$ cat src/rtl/gcd_pkg.sv
// Shared types and defaults for the GCD requester and its surroundings.
package gcd_pkg;

    typedef enum logic [1:0] {
        IDLE,
        LOAD,
        RUN,
        RESP
    } gcd_state_t;

    localparam int GCD_WIDTH       = 16;
    localparam int GCD_TIMEOUT_DEF = 65536;

endpackage

$ cat src/rtl/gcd_requester.sv
// Initiator-side sequencer for the subtractive GCD core: takes operand pairs on a
// valid/ready request channel, loads the core, waits for its done flag (or a
// timeout) and returns result, iteration count and error on a response channel.
module gcd_requester
    import gcd_pkg::*;
#(
    parameter int WIDTH   = GCD_WIDTH,
    parameter int TIMEOUT = GCD_TIMEOUT_DEF
) (
    input  logic             clk,
    input  logic             reset,

    input  logic             req_valid,
    output logic             req_ready,
    input  logic [WIDTH-1:0] req_a,
    input  logic [WIDTH-1:0] req_b,

    output logic             resp_valid,
    input  logic             resp_ready,
    output logic [WIDTH-1:0] resp_z,
    output logic [WIDTH:0]   resp_cycles,
    output logic             resp_err,

    output logic [WIDTH-1:0] gcd_a,
    output logic [WIDTH-1:0] gcd_b,
    output logic             gcd_e,
    input  logic [WIDTH-1:0] gcd_z,
    input  logic             gcd_v
);

    localparam logic [WIDTH:0] TIMEOUT_CNT = (WIDTH + 1)'(TIMEOUT);

    gcd_state_t       state;
    gcd_state_t       state_next;
    logic [WIDTH-1:0] opa;
    logic [WIDTH-1:0] opb;
    logic [WIDTH:0]   cnt;

    // The core's load port simply mirrors the captured operands; it only
    // looks at them while gcd_e is high.
    assign gcd_a = opa;
    assign gcd_b = opb;

    // Next-state decode and handshake/strobe outputs; reset masks the strobes
    // combinationally so nothing leaks out during the reset cycle.
    always_comb begin
        // NOTE: every signal gets a default first so no path can infer a latch.
        state_next = state;
        req_ready  = 1'b0;
        resp_valid = 1'b0;
        gcd_e      = 1'b0;
        case (state)
            IDLE: begin
                req_ready = 1'b1;
                if (req_valid) state_next = LOAD;
            end
            LOAD: begin
                gcd_e      = 1'b1;
                state_next = RUN;
            end
            RUN: begin
                if (gcd_v || cnt == TIMEOUT_CNT) state_next = RESP;
            end
            RESP: begin
                resp_valid = 1'b1;
                if (resp_ready) state_next = IDLE;
            end
            default: state_next = IDLE;
        endcase
        if (reset) begin
            req_ready  = 1'b0;
            resp_valid = 1'b0;
            gcd_e      = 1'b0;
        end
    end

    // State register.
    always_ff @(posedge clk) begin
        // NOTE: sequential state uses non-blocking assignments so every flop
        // samples pre-edge values regardless of block ordering.
        if (reset) state <= IDLE;
        else       state <= state_next;
    end

    // Operand capture, RUN counter and registered response fields.
    always_ff @(posedge clk) begin
        if (reset) begin
            opa         <= '0;
            opb         <= '0;
            cnt         <= '0;
            resp_z      <= '0;
            resp_cycles <= '0;
            resp_err    <= 1'b0;
        end else begin
            case (state)
                IDLE: begin
                    if (req_valid) begin
                        // The core never finishes for x==0, y!=0; moving B
                        // into x makes it finish immediately with z=B.
                        if (req_a == '0) begin
                            opa <= req_b;
                            opb <= '0;
                        end else begin
                            opa <= req_a;
                            opb <= req_b;
                        end
                    end
                end
                LOAD: begin
                    cnt <= '0;
                end
                RUN: begin
                    // Done has priority over timeout when both hit together.
                    if (gcd_v) begin
                        resp_z      <= gcd_z;
                        resp_cycles <= cnt;
                        resp_err    <= 1'b0;
                    end else if (cnt == TIMEOUT_CNT) begin
                        resp_z      <= '0;
                        resp_cycles <= cnt;
                        resp_err    <= 1'b1;
                    end else begin
                        cnt <= cnt + 1'b1;
                    end
                end
                default: ;
            endcase
        end
    end

endmodule

$ cat config.mk
export PLATFORM = sky130hd
export DESIGN_NAME = gcd_requester
export DESIGN_NICKNAME = d
export VERILOG_FILES = /design/src/rtl/gcd_pkg.sv /design/src/rtl/gcd_requester.sv
export SDC_FILE = /design/constraint.sdc
export NUM_CORES = 1
export LEC_CHECK = 0
export BUFFER_PORTS_ARGS = -buffer_cell sky130_fd_sc_hd__buf_4
export CORE_MARGIN = 5
export CORE_UTILIZATION = 52
export CTS_BUF_LIST = sky130_fd_sc_hd__clkbuf_8
export DETAILED_ROUTE_END_ITERATION = 10
export PLACE_DENSITY = 0.92
export SETUP_SLACK_MARGIN = 0.5
export SLEW_MARGIN = 20
export SYNTH_ARGS = -nofsm -noshare
export SYNTH_HDL_FRONTEND = slang
export SYNTH_SLANG_ARGS = --single-unit
$ cat constraint.sdc
create_clock -name clk -period 2.87 [get_ports clk]
set_clock_uncertainty 0.2 [all_clocks]
set_input_delay 0.861 -clock clk [delete_from_list [all_inputs] [get_ports clk]]
set_output_delay 0.861 -clock clk [all_outputs]
set_load 0.05 [all_outputs]
Word level (Yosys, flattened, before mapping). Index checks and enable logic that the tools add are counted.

Register bits after elaboration: 85. Input port bits: 53. Output and inout port bits: 69. Word-level logic and storage cells: 47.

$add $sub $neg: 1. Equal/unequal tests: 9. Muxes and demuxes: 21. Reduce and logical (&&, ||, !) cells: 9.

Operators by type and width (count): $mux 17 (4); $mux 16 (4); $pmux 17 s2 (1); $add 17x1->17 const B (1); $eq 17x17->1 const B (1); $logic_not 16->1 (1); $ne 2x2->1 const B (5); $mux 1 (8); $pmux 2 s4 (1); $mux 2 (3); $reduce_and 3->1 (2); $eq 2x2->1 const B (2); $reduce_and 2->1 (2); $reduce_bool 2->1 (2); $eq 2x1->1 const B (1); $logic_not 2->1 (1); $logic_or 1x1->1 (1).

Logic depth before layout (Yosys ltp). Gate-level depths: netlist (run 1).

Depth in word-level cells: 4. Gate-level depth with buffers: 7. Mapped depth without buffers: 6.

Least setup slack after synthesis (run 1). Ideal clock, no wire load.

Path type: input port to output port. Start point: input reset. End point: output req_ready. Data arrival time: 2.085 ns. Required time: 1.809 ns. Path slack: -0.276 ns. Stages: 4. Buffers on the path: 3. Path through: clkbuf_1 -> clkbuf_1 -> clkbuf_1 -> nor2_1.

Longest elaborated chain between the ends: 1.

RTL lines: start, declared (RTL line gcd_requester.sv:11) `input logic reset,`; $mux 1 (RTL line gcd_requester.sv:70) `if (reset) begin`; end, declared (RTL line gcd_requester.sv:14) `output logic req_ready,`.

No other way between the ends.

Final worst setup path (run 1).
Start point: input reset. End point: output gcd_e.

Longest elaborated chain between the ends: 1.

RTL lines: $mux 1 (RTL line gcd_requester.sv:70); end, declared (RTL line gcd_requester.sv:26) `output logic gcd_e,`.

No other way between the ends.

==> metrics.cfg, run 1 <==
[worst_hold_path]
hp-class=reg2reg
holdPathEnd=gcd_b[3]$_SDFFE_PP0P_
min_path_cells=2
min-delay-start=gcd_b[3]$_SDFFE_PP0P_

[finish]
drive_gt1_frac=0.331
nets=594
syn_to_final_growth_pct=36.2
utilization=0.733
antennaDiodeCount=0

[sta]
finalCritPeriodShare=0.823
fin_tns_setup_ps=0
hold_viol_final=0
slew_violations=0
slew_headroom=0.353
grt_setup_unrepaired=true
setup_viol=0
worst_pin_slew_ps=966
max_freq_mhz=423
final.min_clock_period_ps=2360

[synth]
yosys_register_bits=85
syn_area_per_cell_um2=8.91
ys_warn_count=0
synth_nets=475
synthArstFlopShare=0
postSynthCellCount=415
syn-cell-area_mm2=0.00370
synth_edf_count=0
yosys.cell_types.count=41
ys.flop_type=dfxtp_1
yosysSeqAreaShare=0.460

[route]
drtPass1Iterations=5
postRouteAntennaNets=0
wl_per_cell_um=17.5
totalWireLength_um=11100
vias_per_cell=5.91
drc=0
drt_iter0_markers=350
route.vias.total=3741

[clock_network]
root_buffer=clkbuf_8
insertion_delay_ps=360
clkSinkCount=85
numCtsBuffers=9
clk_pin_slew_ps=80
cts_htree_levels=3
clockBufferDepth=2
tritoncts=built

[die]
fp.coreArea_mm2=0.00687
design.die.area_mm2=0.00889
initial_core_util=0.538
die_x_um=94.3
die_height_um=94.3
top_level_ports=122
row_count=30

[grt]
grt_pass1_wl_um=16600
grt_usage=0.234
antenna_found_initial=0
grt_start_max_net_pins=54
grt-ovfl-total=0
grt_pass1_vias=3479

[pwr]
p_leak_nw=2.05
peakVddDrop_mv=0.428
p_per_area_mw_per_mm2=701

[setup_path]
reg2reg_slack_ps=570
end_kind=output port
crit_type=in2out
critPathMaxFanout=39
worst_r2r_startpoint=cnt[2]$_SDFFE_PP0P_
r2r_end=resp_z[5]$_SDFFE_PP0P_
cp_data_required_time_ps=1810
rr_worst_depth=5
crit_arrival_ps=1300
start_kind=input pin

[placement]
portBuffers=121
hpwl_um=7550
place_congestion=0.861

[run]
cap_violations=0

[status]
outcome=finished, final reports clean

[worst max path at each step]
stage | startpoint | end | slack, ps | cells past startpoint
3_3_place_gp | reset | resp_z[15]$_SDFFE_PP0P_ | 360 | 4
3_5_place_dp | cnt[0]$_SDFFE_PP0P_ | resp_cycles[16]$_SDFFE_PP0P_ | 320 | 6
5_1_grt | state[1]$_SDFFE_PP0P_ | gcd_e | 470 | 4
4_1_cts | state[1]$_SDFFE_PP0P_ | req_ready | 500 | 5
2_1_floorplan | reset | req_ready | 230 | 4
6_report | reset | gcd_e | 510 | 3
[critical path, stage by stage]
cell and delay, ps:
buf_8 160, nor2b_4 120, buf_6 160
[cell usage in the layout (no fill, tap or decap), drive strengths merged, types with 2 or more instances in the layout]
cell / instances
and4: 3
inv: 11
o31ai: 5
dfxtp: 85
or4: 10
clkbuf: 10
a211o: 2
o211ai: 2
clkinv: 2
and2: 3
a211oi: 17
ha: 7
nand2: 34
nand4: 6
buf: 139
o311ai: 3
nand3: 23
nor4: 12
nor2: 24
nand2b: 24
and3: 2
nand4b: 11
mux2i: 12
or2: 6
a21oi: 25
or4b: 2
a22o: 16
nor2b: 3
o21ai: 12
nor3: 18
[flip-flops by register name, indices dropped and copies added, names as in the netlist]
| register | cells |
|---|---|
| cnt | 17 |
| gcd_b | 16 |
| resp_cycles | 17 |
| gcd_a | 16 |
| resp_err | 1 |
| resp_z | 16 |
| state | 2 |
[synthesized netlist by cell type, types with 7 or more instances]
| master | count | area share |
|---|---|---|
| a211oi_1 | 17 | 0.035 |
| a21oi_1 | 24 | 0.032 |
| a22o_1 | 16 | 0.038 |
| clkbuf_1 | 27 | 0.027 |
| dfxtp_1 | 85 | 0.46 |
| ha_1 | 7 | 0.024 |
| inv_1 | 10 | 0.010 |
| mux2i_1 | 12 | 0.032 |
| nand2_1 | 34 | 0.035 |
| nand2b_1 | 24 | 0.041 |
| nand3_1 | 23 | 0.031 |
| nand4b_1 | 11 | 0.026 |
| nor2_1 | 24 | 0.024 |
| nor3_1 | 18 | 0.024 |
| nor4_1 | 11 | 0.019 |
| o21ai_0 | 12 | 0.016 |
| or4_1 | 9 | 0.018 |
[layout make-up]
type                    count  area (um^2)
clock buffers              10          138
clock inverters             4         48.8
fillers                   495         1840
inverters                  10         40.0
multi-input cells         289         1900
flip-flops and latches     85         1700
well taps                  96          120
repair buffers            139         1080
[layer usage]
metal | global-route usage | wire length, um
met1 | 0.267 | 4210
met2 | 0.412 | 5650
met3 | 0.0569 | 885
met4 | 0.103 | 340
met5 | 0 | 0
[repair_timing]
action / 4_1_cts / 5_1_grt
setup buffers: 6 / 0
setup endpoints to repair: 38 / 49
hold buffers: 0 / 0
resized for setup: 12 / 10
pin swaps: 3 / 0
[per-stage QoR]
step	instance area, um^2	setup slack, ps	hold slack [ps]	cells	power [mW]
2_1_floorplan	3780	230	252	415	2.27
3_5_place_dp	4720	323	252	613	2.65
5_1_grt	5030	471	288	633	3.66
3_3_place_gp	4720	364	241	613	2.62
4_1_cts	4990	505	263	633	3.48
6_report	5030	507	265	633	3.53
[cells by family (layout without fill, tap and decap cells)]
| group | after synthesis | in the layout | synth area share |
|---|---|---|---|
| buffers and inverters | 41 | 163 | 0.0427 |
| adders and majority gates | 7 | 7 | 0.0237 |
| AOI/OAI and AO/OA | 86 | 86 | 0.163 |
| xor gates and xnor gates | 1 | 1 | 0.00237 |
| muxes | 12 | 12 | 0.0325 |
| DFF | 85 | 85 | 0.460 |
| and+or+nand+nor | 183 | 183 | 0.276 |
[report_power, final]
group / internal [mW] / switching [mW] / total, mW / leakage, nW
combinational: 0.424 / 0.877 / 1.30 / 1.26
sequential: 1.31 / 0.0819 / 1.39 / 0.692
clock: 0.416 / 0.417 / 0.834 / 0.0984
(Power assumes the default switching activity.)
==> run 2, diff against run 1 <==
- CORE_UTILIZATION: 52 -> 47
- PLACE_DENSITY: 0.92 -> 0.88
- clock period: 2.87 -> 1.9 ns (I/O delays scaled with it)
==> metrics.cfg, run 2 <==
[die]
die_x_um=98.7
row_count=32
initial_core_util=0.481
die_height_um=98.7
top_level_ports=122

[synth]
syn_area_per_cell_um2=8.91
yosysMostFrequentCell=dfxtp_1
yosysTopAreaCell=dfxtp_1
ys_warn_count=0
ys.flop_type=dfxtp_1
synth_top_area_share=0.460
synth_common_cells=dfxtp_1, nand2_1, clkbuf_1
yosys_register_bits=85
synth_edf_count=0
postSynthCellCount=415
synthArstFlopShare=0
synth_nets=475
yosysSeqAreaShare=0.460
ys_top_cells_by_area=dfxtp_1, nand2b_1, a22o_1
syn-cell-area_mm2=0.00370
yosys.cell_types.count=41

[clock_network]
clkSinkCount=85
root_buffer=clkbuf_8
cts_htree_levels=3
clockBufferDepth=2
cts_hold_buffers=0
numCtsBuffers=9

[status]
outcome=did not finish
error_line=[ERROR DPL-0038] Utilization greater than 100%, impossible to legalize
flow.stopped_at=global routing (5_1_grt)

[placement]
hpwl_um=8270
place_congestion=0.898
portBuffers=121
dpl.cell_count=660

[sta]
postGrtWorstEndpoint=resp_z[10]$_SDFFE_PP0P_/D
worst-ep-kind=register data pin

[grt]
grt_start_max_net_pins=37

-- run 2: what timing repair did --
action                                 CTS
pin swaps                               47
endpoints found under the hold margin    0
cloned                                   8
setup endpoints to repair              154
buffers inserted                        24
gates resized for setup                319
-- run 2: stage by stage --
stage | hold WS [ps] | setup WS (ps) | setup TNS, ps | util | instance area, um^2
floorplan | 252 | -309 | -10160 | - | 4110
global placement | 242 | -293 | -10680 | 0.693 | 5320
detailed placement | 250 | -398 | -14600 | 0.693 | 5320
CTS | 213 | -318 | -13780 | 0.898 | 6910
-- run 2: cells by family after synthesis --
logic type,after synthesis,synth area share
AO/OA/AOI/OAI,86,0.163
adder cells (fa/ha/maj),7,0.0237
AND/OR/NAND/NOR,183,0.276
flip-flops,85,0.460
multiplexers,12,0.0325
XOR/XNOR,1,0.00237
buffers and inverters,41,0.0427
==> run 3, diff against run 2 <==
- CORE_UTILIZATION: 47 -> 40
- CTS_BUF_LIST: sky130_fd_sc_hd__clkbuf_8 -> unset
- PLACE_DENSITY: 0.88 -> unset
- PLACE_DENSITY_LB_ADDON: unset -> 0.15
- SETUP_SLACK_MARGIN: 0.5 -> unset
- clock period: 1.9 -> 2.47 ns (I/O delays scaled with it)
==> metrics.cfg, run 3 (synthesized netlist as in run 1, its figures left out) <==
[finish]
antennaDiodeCount=0
multiInputGateArea_mm2=0.00187
utilization=0.555
final_common_cell=buf_4
syn_to_final_growth_pct=36.9
fillCellCount=861
nets=601
drive_gt1_frac=0.328
stdcell_area_mm2=0.00506
final_cell_mix=buf_4, dfxtp_1, nand2_1
top_regs=cnt: 17 flops, resp_cycles: 17 flops
register_area_mm2=0.00170

[die]
die_x_um=106
row_count=35
fp.coreArea_mm2=0.00911
initial_core_util=0.406
die_height_um=106
top_level_ports=122
design.die.area_mm2=0.0113

[clock_network]
insertion_delay_ps=350
root_buffer=clkbuf_8
cts_htree_levels=3
tritoncts=built
clk_pin_slew_ps=90
numCtsBuffers=9
clkSinkCount=85
clockBufferDepth=2

[setup_path]
crit_type=reg2reg
critPathMaxFanout=16
slowest_delay_ps=540
start_kind=register
crit_arrival_ps=2420
worstSetupStartpoint=cnt[0]$_SDFFE_PP0P_
crit_buf_inv=2
critical-path-top-delay-family=compound AO/OA/AOI/OAI gates
cp_data_required_time_ps=2520
crit_chain=inv_1 -> ha_1 -> or4b_1 -> o41ai_4 -> buf_4 -> a21oi_4 -> a22o_1
slowest_stage=or4b_1
end_kind=register
worst_r2r_startpoint=cnt[0]$_SDFFE_PP0P_

[route]
drtPass1Iterations=4
totalWireLength_um=9900
vias_per_cell=5.36
drc=0
drt_iter0_markers=132
route.vias.total=3522
postRouteAntennaNets=0
wl_per_cell_um=15.1

[pwr]
peakVddDrop_mv=0.368
p_switching_mw=1.58
switching_share=0.389
internal_power_mw=2.49
p_per_area_mw_per_mm2=804
seq_power_share=0.394
p_leak_nw=2.08
pwr-share-clk=0.250
pwr-share-comb=0.356

[sta]
finalCritPeriodShare=0.962
final.min_clock_period_ps=2380
worst_pin_slew_ps=636
hold_viol_final=0
slew_headroom=0.576
max_freq_mhz=421
slew_violations=0
setup_viol=0
hold_ws_ps=261

[grt]
antenna_found_initial=0
grt-ovfl-total=0
grt_usage=0.173
grt_pass1_wl_um=16000
grt_pass1_vias=3434
grt_start_max_net_pins=33

[placement]
place_congestion=0.809
dpl-instance-area_mm2=0.00483
portBuffers=121
hpwl_um=7460

[status]
outcome=finished, final reports clean

[run]
cap_violations=0

[worst_hold_path]
min-delay-start=gcd_b[14]$_SDFFE_PP0P_
hp-class=reg2reg

run 3: worst min-delay path, cell delays in order, from the launching register on:
cell and delay [ps]:
dfxtp_1 320, nand2_1 50, a21oi_1 50
run 3: area by class of cell:
cell class | instances | share of cell area
sequential | 85 | 0.336
clock buffer | 10 | 0.0272
clock inverter | 6 | 0.0141
tap | 111 | 0.0274
timing repair buffer | 146 | 0.217
inverter | 10 | 0.00742
multi-input combinational | 289 | 0.370
run 3: path summary, 6_finish.rpt:
check | end | slack, ps | cells after the start
setup / recovery | resp_z[13]$_SDFFE_PP0P_ | 90 | 7
hold / removal | gcd_b[14]$_SDFFE_PP0P_ | 260 | 2
setup reg to reg | resp_z[13]$_SDFFE_PP0P_ | 90 | 7
hold reg to reg | gcd_b[14]$_SDFFE_PP0P_ | 260 | 2
run 3: power by group through the flow:
stage / logic, mW / registers (mW) / clock network (mW)
after floorplan: 0.557 / 2.08 / 0
after CTS: 1.45 / 1.60 / 1.05
after detailed placement: 1.45 / 1.63 / 0
after global placement: 1.44 / 1.63 / 0
after global routing: 1.56 / 1.62 / 1.11
final: 1.45 / 1.60 / 1.02
run 3: stage by stage:
step / power [mW] / instances / setup slack [ps] / setup TNS (ps)
2_1_floorplan: 2.64 / 415 / 5.93 / 0
3_3_place_gp: 3.07 / 640 / 98.2 / 0
3_5_place_dp: 3.09 / 640 / 39.8 / 0
4_1_cts: 4.11 / 656 / 25.9 / 0
5_1_grt: 4.29 / 657 / -44.0 / -180
6_report: 4.07 / 657 / 93.6 / 0
run 3: timing repair:
action	CTS	global route
gates resized for setup	0	5
hold buffers	0	0
setup endpoints to repair	0	35
buffers inserted	0	1
run 3: routing by layer:
layer | global-route usage | share of wire | up-vias
met5 | 0 | 0 | -
met4 | 0.0555 | 0.0088 | 0
met3 | 0.0565 | 0.087 | 9
met2 | 0.271 | 0.46 | 120
met1 | 0.224 | 0.45 | 1632
li1 | - | - | 1761
